===== src/rtl/spi_request_scheduler_pkg.sv =====
// Shared types for the SPI request scheduler: FSM state encoding, grant ids
// and the round-robin arbitration helper.
package spi_request_scheduler_pkg;

  typedef enum logic [1:0] {
    ST_IDLE       = 2'd0,
    ST_THERM_WAIT = 2'd1,
    ST_PROG_WAIT  = 2'd2,
    ST_RELEASE    = 2'd3
  } sched_state_t;

  localparam logic GRANT_THERM = 1'b0;
  localparam logic GRANT_PROG  = 1'b1;

  // With both requesters pending, the one not served last time wins.
  function automatic logic pick_grant(input logic poll_pend,
                                      input logic prog_pend,
                                      input logic last_grant);
    logic grant;
    if (poll_pend && prog_pend) grant = ~last_grant;
    else if (poll_pend)         grant = GRANT_THERM;
    else                        grant = GRANT_PROG;
    return grant;
  endfunction

endpackage


===== src/rtl/spi_request_scheduler_tick.sv =====
// Free-running 0..g_max-1 counter; o_tick is high during the wrap cycle.
// Held at zero while i_en is low.
module tick_counter #(
  parameter int g_max = 10
) (
  input  logic i_clk,
  input  logic i_reset_n,
  input  logic i_en,
  output logic o_tick
);

  localparam int CW = (g_max > 1) ? $clog2(g_max) : 1;
  localparam logic [CW-1:0] LAST = CW'(g_max - 1);

  logic [CW-1:0] count;

  always_ff @(posedge i_clk or negedge i_reset_n) begin
    if (!i_reset_n)         count <= '0;
    else if (!i_en)         count <= '0;
    else if (count == LAST) count <= '0;
    else                    count <= count + 1'b1;
  end

  assign o_tick = i_en && (count == LAST);

endmodule


===== src/rtl/spi_request_scheduler.sv =====
// Arbitrates periodic thermometer polls and on-demand program loads onto the
// SPI handler's level request/ready handshake, one transaction at a time.
module spi_request_scheduler
  import spi_request_scheduler_pkg::*;
#(
  parameter int g_poll_ticks = 10,
  parameter int g_timeout    = 400,
  parameter int g_temp_width = 10
) (
  input  logic                    i_clk,
  input  logic                    i_reset_n,
  input  logic                    i_enable,
  input  logic                    i_prog_req,
  input  logic                    i_clr_err,
  output logic                    o_read_therm,
  input  logic                    i_therm_ready,
  input  logic [g_temp_width-1:0] i_spi_temperature,
  output logic                    o_read_program,
  input  logic                    i_program_ready,
  output logic [g_temp_width-1:0] o_temperature,
  output logic                    o_temp_valid,
  output logic                    o_temp_update,
  output logic                    o_prog_busy,
  output logic                    o_prog_done,
  output logic                    o_timeout_err
);

  localparam int TW = (g_timeout > 1) ? $clog2(g_timeout) : 1;
  localparam logic [TW-1:0] TMO_LAST = TW'(g_timeout - 1);

  sched_state_t state, state_nxt;
  logic          poll_tick;
  logic          poll_pend, poll_pend_nxt;
  logic          prog_pend, prog_pend_nxt;
  logic          last_grant, last_grant_nxt;
  logic          grant;
  logic [TW-1:0] tmo, tmo_nxt;
  logic          read_therm_nxt, read_prog_nxt;
  logic [g_temp_width-1:0] temp_nxt;
  logic          valid_nxt, update_nxt, done_nxt, err_nxt;
  logic          release_ready;

  tick_counter #(.g_max(g_poll_ticks)) u_poll_timer (
    .i_clk     (i_clk),
    .i_reset_n (i_reset_n),
    .i_en      (i_enable),
    .o_tick    (poll_tick)
  );

  assign o_prog_busy   = prog_pend | (state == ST_PROG_WAIT);
  assign release_ready = (last_grant == GRANT_PROG) ? i_program_ready : i_therm_ready;

  always_ff @(posedge i_clk or negedge i_reset_n) begin
    if (!i_reset_n) begin
      state          <= ST_IDLE;
      poll_pend      <= 1'b0;
      prog_pend      <= 1'b0;
      last_grant     <= GRANT_PROG;
      tmo            <= '0;
      o_read_therm   <= 1'b0;
      o_read_program <= 1'b0;
      o_temperature  <= '0;
      o_temp_valid   <= 1'b0;
      o_temp_update  <= 1'b0;
      o_prog_done    <= 1'b0;
      o_timeout_err  <= 1'b0;
    end else begin
      state          <= state_nxt;
      poll_pend      <= poll_pend_nxt;
      prog_pend      <= prog_pend_nxt;
      last_grant     <= last_grant_nxt;
      tmo            <= tmo_nxt;
      o_read_therm   <= read_therm_nxt;
      o_read_program <= read_prog_nxt;
      o_temperature  <= temp_nxt;
      o_temp_valid   <= valid_nxt;
      o_temp_update  <= update_nxt;
      o_prog_done    <= done_nxt;
      o_timeout_err  <= err_nxt;
    end
  end

  always_comb begin
    state_nxt      = state;
    poll_pend_nxt  = poll_pend;
    prog_pend_nxt  = prog_pend;
    last_grant_nxt = last_grant;
    tmo_nxt        = tmo;
    read_therm_nxt = 1'b0;
    read_prog_nxt  = 1'b0;
    temp_nxt       = o_temperature;
    valid_nxt      = o_temp_valid;
    update_nxt     = 1'b0;
    done_nxt       = 1'b0;
    err_nxt        = o_timeout_err & ~i_clr_err;
    grant          = pick_grant(poll_pend, prog_pend, last_grant);

    case (state)
      ST_IDLE: begin
        if (poll_pend || prog_pend) begin
          last_grant_nxt = grant;
          tmo_nxt        = '0;
          if (grant == GRANT_THERM) begin
            poll_pend_nxt  = 1'b0;
            read_therm_nxt = 1'b1;
            state_nxt      = ST_THERM_WAIT;
          end else begin
            prog_pend_nxt  = 1'b0;
            read_prog_nxt  = 1'b1;
            state_nxt      = ST_PROG_WAIT;
          end
        end
      end
      // A ready arriving on the last allowed cycle still counts as success.
      ST_THERM_WAIT: begin
        if (i_therm_ready) begin
          temp_nxt   = i_spi_temperature;
          valid_nxt  = 1'b1;
          update_nxt = 1'b1;
          state_nxt  = ST_RELEASE;
        end else if (tmo == TMO_LAST) begin
          err_nxt   = 1'b1;
          valid_nxt = 1'b0;
          state_nxt = ST_RELEASE;
        end else begin
          tmo_nxt        = tmo + 1'b1;
          read_therm_nxt = 1'b1;
        end
      end
      ST_PROG_WAIT: begin
        if (i_program_ready) begin
          done_nxt  = 1'b1;
          state_nxt = ST_RELEASE;
        end else if (tmo == TMO_LAST) begin
          err_nxt   = 1'b1;
          state_nxt = ST_RELEASE;
        end else begin
          tmo_nxt       = tmo + 1'b1;
          read_prog_nxt = 1'b1;
        end
      end
      ST_RELEASE: begin
        if (!release_ready) state_nxt = ST_IDLE;
      end
      default: state_nxt = ST_IDLE;
    endcase

    // Poll wraps while busy collapse into a single pending read.
    if (poll_tick) poll_pend_nxt = 1'b1;
    if (!i_enable) poll_pend_nxt = 1'b0;
    if (i_prog_req && !o_prog_busy) prog_pend_nxt = 1'b1;
  end

endmodule

===== config.mk =====
export PLATFORM = sky130hd
export DESIGN_NAME = spi_request_scheduler
export DESIGN_NICKNAME = d
export VERILOG_FILES = /design/src/rtl/spi_request_scheduler_pkg.sv /design/src/rtl/spi_request_scheduler_tick.sv /design/src/rtl/spi_request_scheduler.sv
export SDC_FILE = /design/constraint.sdc
export NUM_CORES = 1
export LEC_CHECK = 0
export BUFFER_PORTS_ARGS = -buffer_cell sky130_fd_sc_hd__buf_2
export CORE_ASPECT_RATIO = 1.2
export CORE_MARGIN = 2
export CORE_UTILIZATION = 43
export CTS_BUF_LIST = sky130_fd_sc_hd__clkbuf_2
export DETAILED_ROUTE_END_ITERATION = 10
export GPL_TIMING_DRIVEN = 0
export PLACE_DENSITY = 0.7
export SETUP_SLACK_MARGIN = 0.4
export SLEW_MARGIN = 15
export SYNTH_ARGS = -nofsm -noshare
export SYNTH_HDL_FRONTEND = slang
export SYNTH_SLANG_ARGS = --single-unit

===== constraint.sdc =====
create_clock -name i_clk -period 2.7 [get_ports i_clk]
set_clock_uncertainty 0.15 [all_clocks]
set_input_delay 0.405 -clock i_clk [delete_from_list [all_inputs] [get_ports i_clk]]
set_output_delay 0.405 -clock i_clk [all_outputs]
set_load 0.05 [all_outputs]

==> run summary, run 1 <==
cts bufs inserted - 5
DRT Wirelength - 3788 µm
total track usage - 0.1960
RR Endpoint - tmo[5]$_DFFE_PN0P_
Slew HR - 0.4903
Compound-Gate Fraction of Synth Area - 0.1271
CP endpoint kind - flip-flop
post-synthesis xor/xnor area fraction - 0.005204
synth top area cells - dfrtp_1 49%, mux2_2 7.4%, ha_1 5.9%
Hold Startpoint - i_spi_temperature[6]
Die Height - 72.53 µm
register bit count reported by yosys - 34
ys flop type - dfrtp_1
Hold Fails Final Rpt - 0
CTS root buf - clkbuf_2
CP max FO - 5
Die X - 61.11 µm
final cycle utilization of the critical path - 0.8241
Commonest cells post-synth - 33 x dfrtp_1, 14 x nand2_1, 12 x a21oi_1
Via Count - 1381
final critical-path required period - 2.225 ns
CTS tree - built
largest net degree at the start of global routing - 35
Setup Viol. Count Final - 0
worst skew pair latency - 0.38 ns
io pins - 34
Cell Rows - 24
post-synthesis mux area share - 0.08550
port buffer count - 33
core area - 0.003694 mm²
First DRT Iteration DRCs - 90
reg2reg start - state[1]$_DFFE_PN0P_
Longest Clk Path Bufs - 2
Final Worst Setup Slack - 0.4750 ns
Achievable Freq - 0.4494 GHz
die area - 0.004432 mm²
Final Wtd Congestion - 0.8325
post-synth top area cell - dfrtp_1
Reg area - 853.3 µm²
FF-to-FF path depth - 7
Antenna diodes - 0
Num Clock Sinks - 34
nets - 232
vias in the first global route - 1468
largest family of logic cells by synthesized area - simple AND/OR/NAND/NOR gates
Slew Limit Fails - 0
Clock transition at path regs - 0.17 ns
Area Overhead vs Synth - 25.06%
initial antenna violation count - 0
Adder-Cell Fraction of Synth Area - 0.05948
H-tree levels - 2
fraction of registers with async set/reset - 1.000
RSZ-0062 raised after global routing - false
DRC viols - 0
Setup CP Type - flip-flop to flip-flop
hold path cells - 2
first-pass GRT wire length - 6486 µm
Placed Instances - 243
Mapped Area - 0.001683 mm²
Unique masters post-synth - 43
r2r setup slk - 0.47 ns
syn_nets - 183
Layout Cells excl Fill - 260
worst IR drop on VDD - 0.0007716 V
mean post-synth cell area - 10.65 µm²
status - finished clean
Pleak - 0.0009751 µW
dpl ws - 0.2443 ns
starting density of the core - 0.4556
most common cell in the synthesized netlist - dfrtp_1
YS warnings - 0
Hold Crit Class - input port to flip-flop
Via density - 5.312
Startpoint Class - flip-flop
post-synth top area share - 0.4907
Post-synth EDFFs - 0
Gate Count Post-Synth - 158
final setup TNS - 0 ns
WL/cell - 14.57 µm
final instance area - 0.002105 mm²
worst slew pin tran - 0.7646 ns
grt total ovfl - 0
Post-DP Area - 0.001916 mm²
Power Dens Cells - 1160 mW/mm²
multi-input logic area - 832.0 µm²
simple-gate share of the synthesized area - 0.1762
fillers - 327
sequential fraction of the synthesis area - 0.5063
Critical Path AT - 2.41 ns
DP HPWL - 2541 µm
MaxCap Viol Count - 0
CP required - 2.88 ns
hold endpoint - o_temperature[6]$_DFFE_PN0P_
Routed Antenna Nets - 0
ratio of cells with drive above 1 in the final layout - 0.3750
first-pass iteration count of the detailed router - 4
-- critical path: stages (launching register included) --
cell     delay, ns
dfrtp_1       0.44
buf_4         0.16
buf_4         0.15
ha_4          0.15
or4_4         0.52
buf_6         0.14
or4_1         0.39
nand3_1       0.08
-- stage by stage --
step / total power (µW) / util / hold WS [ns]
global route: 2605 / 0.5698 / 0.05814
CTS: 2385 / 0.5593 / 0.07291
detailed placement: 1995 / 0.5186 / 0.3294
global placement: 1940 / 0.5186 / 0.3099
floorplan: 1707 / - / -0.04059
finish: 2441 / 0.5698 / 0.1009
-- per-layer routing --
metal  wire length, µm  share of wire  global-route usage  up-vias
met3               119          0.031             0.05348       10
met4                76          0.020             0.06522        0
met5                 0              0                   0        -
met1              1564           0.41              0.2293      673
met2              2027           0.54              0.3381       27
li1                  -              -                   -      671
-- cells by family (layout without fill, tap and decap cells) --
logic type               after synthesis  count (layout)
XOR/XNOR                               1               1
multiplexers                          13              13
adder cells (fa/ha/maj)                8               8
AND/OR/NAND/NOR                       53              53
flip-flops                            34              34
buffers and inverters                 14              64
AO/OA/AOI/OAI                         35              35
-- final cells by class --
class                           instances  share of cell area
Inverter                                8             0.01427
Buffer                                  6             0.02319
Multi-Input combinational cell        110              0.3954
Timing Repair Buffer                   42              0.1118
Sequential cell                        34              0.4055
Clock buffer                            8             0.01902
Tap cell                               52             0.03092
-- placed cells by master, fill, tap and decap left out, types with 7 or more instances in the layout --
cell,Yosys,routed
mux2_2,11,11
nor2_1,7,7
nand3_1,8,8
dfrtp_1,33,32
a21oi_1,12,12
clkbuf_2,0,9
buf_2,0,33
buf_4,0,8
nand2_1,14,14
o21ai_0,8,7
-- state kept, by name (all words and copies together), names as in the netlist --
signal and flops:
poll_pend 1, o_temp_valid 1, tmo 9, o_read_therm 1, u_poll_timer.count 4, o_timeout_err 1, state 2, o_read_program 1
prog_pend 1, o_prog_done 1, o_temp_update 1, o_temperature 10, last_grant 1
-- worst max-delay path by stage --
stage,startpoint,end,slack (ns)
2_1_floorplan,state[1]$_DFFE_PN0P_,tmo[5]$_DFFE_PN0P_,0.41
3_3_place_gp,state[0]$_DFFE_PN0P_,tmo[5]$_DFFE_PN0P_,0.31
3_5_place_dp,state[0]$_DFFE_PN0P_,tmo[5]$_DFFE_PN0P_,0.24
4_1_cts,state[0]$_DFFE_PN0P_,tmo[5]$_DFFE_PN0P_,0.41
5_1_grt,state[0]$_DFFE_PN0P_,tmo[7]$_DFFE_PN0P_,0.40
6_report,state[1]$_DFFE_PN0P_,tmo[5]$_DFFE_PN0P_,0.47
-- timing repair --
action	4_1_cts	5_1_grt
setup endpoints to repair	5	11
buffers inserted	8	0
resized for setup	11	9
hold buffers	1	0
pin swaps	2	4
endpoints found under the hold margin	33	0
-- report_power, final --
part	switching [µW]	internal [µW]	total, µW
combinational	876	502	1380
sequential	147	676	823
clock	164	76.4	240
Power figures use the tool's default switching activity.
==> run 2, diff against run 1 <==
- PLACE_DENSITY: 0.7 -> 0.72
- clock period: 2.7 -> 1.9 ns (I/O delays scaled with it)
==> run summary, run 2 (synthesized netlist as in run 1, its figures left out) <==
H-tree levels - 2
DP HPWL - 2717 µm
Longest Clk Path Bufs - 2
port buffer count - 33
Power Dens Cells - 1584 mW/mm²
MaxCap Viol Count - 0
total track usage - 0.2158
grt total ovfl - 0
Area Overhead vs Synth - 50.56%
final cycle utilization of the critical path - 1.186
initial antenna violation count - 0
hold endpoint - o_timeout_err$_DFF_PN0_
Setup CP Type - flip-flop to flip-flop
vias in the first global route - 1570
CTS root buf - clkbuf_2
first-pass iteration count of the detailed router - 4
Via density - 5.303
Num Clock Sinks - 34
Startpoint Class - flip-flop
largest net degree at the start of global routing - 35
worst slew pin tran - 0.7535 ns
commonest non-fill, non-tap cell in the layout - dfrtp_1
die area - 0.004432 mm²
Final Worst Setup Slack - -0.3537 ns
Largest regs - o_temperature x10, tmo x9, u_poll_timer.count x4
most frequent cells in the layout - 31 x dfrtp_1, 22 x buf_4, 20 x buf_2, 13 x nand2_1, 12 x dlygate4sd3_1
DRC viols - 0
Slew Limit Fails - 0
cts bufs inserted - 5
first-pass GRT wire length - 7148 µm
r2r setup slk - -0.35 ns
Achievable Freq - 0.4437 GHz
Hold Fails Final Rpt - 0
Die X - 61.11 µm
ratio of cells with drive above 1 in the final layout - 0.4511
CP required - 2.08 ns
hold path cells - 4
Die Height - 72.53 µm
First DRT Iteration DRCs - 87
final critical-path required period - 2.254 ns
max FFs per register - 10
Pleak - 0.001172 µW
Most flops, register - o_temperature
core area - 0.003694 mm²
WL/cell - 15.85 µm
RSZ-0062 raised after global routing - true
Final Wtd Congestion - 0.8020
Hold Startpoint - i_clr_err
reg2reg start - state[1]$_DFFE_PN0P_
Design Power - 4013 µW
DRT Wirelength - 4549 µm
worst IR drop on VDD - 0.001099 V
FF-to-FF path depth - 6
io pins - 34
RR Endpoint - tmo[5]$_DFFE_PN0P_
dpl ws - -0.4621 ns
worst skew pair latency - 0.39 ns
status - complete, but fails checks
Routed Antenna Nets - 0
CP max FO - 6
CTS tree - built
final setup TNS - -1.604 ns
Critical Path AT - 2.44 ns
fin util - 0.6860
Via Count - 1522
Antenna diodes - 0
hold slack - 0.04029 ns
Hold Crit Class - input port to flip-flop
Clock transition at path regs - 0.18 ns
Setup Viol. Count Final - 9
nets - 259
Slew HR - 0.4977
starting density of the core - 0.4556
failing checks - setup timing
Cell Rows - 24
CP endpoint kind - flip-flop
-- run 2: cell types whose count changed in the layout (fill, tap and decap cells not counted), moves of 3 or more --
cell,change
buf_4,+14
clkbuf_4,+7
dlygate4sd3_1,+11
buf_2,-13
mux2_2,-10
mux2_4,+10
clkbuf_2,-4
buf_6,+8
a21oi_1,-3
-- run 2: metrics by stage --
| step | instances | area [µm²] |
|---|---|---|
| 2_1_floorplan | 158 | 1762 |
| 3_3_place_gp | 243 | 1992 |
| 6_report | 287 | 2534 |
| 5_1_grt | 287 | 2534 |
| 4_1_cts | 280 | 2366 |
| 3_5_place_dp | 243 | 1992 |
-- run 2: how the worst max path moves through the flow --
| stage | to | from | slack, ns | cells after the start |
|---|---|---|---|---|
| after global placement | tmo[5]$_DFFE_PN0P_ | state[1]$_DFFE_PN0P_ | -0.38 | 8 |
| after detailed placement | tmo[5]$_DFFE_PN0P_ | state[1]$_DFFE_PN0P_ | -0.46 | 8 |
| after floorplan | tmo[5]$_DFFE_PN0P_ | state[1]$_DFFE_PN0P_ | -0.31 | 8 |
| final | tmo[5]$_DFFE_PN0P_ | state[1]$_DFFE_PN0P_ | -0.35 | 6 |
| after global routing | tmo[5]$_DFFE_PN0P_ | state[1]$_DFFE_PN0P_ | -0.42 | 6 |
| after CTS | tmo[5]$_DFFE_PN0P_ | state[1]$_DFFE_PN0P_ | -0.33 | 8 |
-- run 2: where the power goes --
part | internal [µW] | leakage (µW) | switching [µW]
combinational | 1090 | 0.000717 | 1370
sequential | 963 | 0.000428 | 247
clock | 83.9 | 0.0000264 | 253
-- run 2: what timing repair did --
action	CTS	global route
endpoints found under the setup margin	30	39
pin swaps	6	3
resized for setup	19	36
setup buffers	16	7
hold buffers	12	0
gates cloned	1	0
hold endpoints to repair	45	0
-- run 2: area by class of cell --
class                      instances  area [µm²]
fill                             270        1160
multi-input combinational        110       932.1
sequential                        34       854.6
timing repair buffer              69       535.5
buffer                             6       72.57
tap                               52       65.06
inverter                           8       32.53
clock buffer                       5       25.02
clock inverter                     3       16.27
-- run 2: metal layers --
layer	track usage	up-vias	routed length, µm
li1	-	722	-
met1	0.2477	757	1769
met2	0.3842	37	2573
met3	0.04991	6	152
met4	0.07005	0	53
met5	0	-	0
-- run 2: worst max-delay path: stages (launching register included) --
cell and delay, ns:
dfrtp_2 0.48, buf_4 0.15, ha_1 0.23, or4_4 0.55
buf_6 0.14, or4_4 0.41, nand3_2 0.08
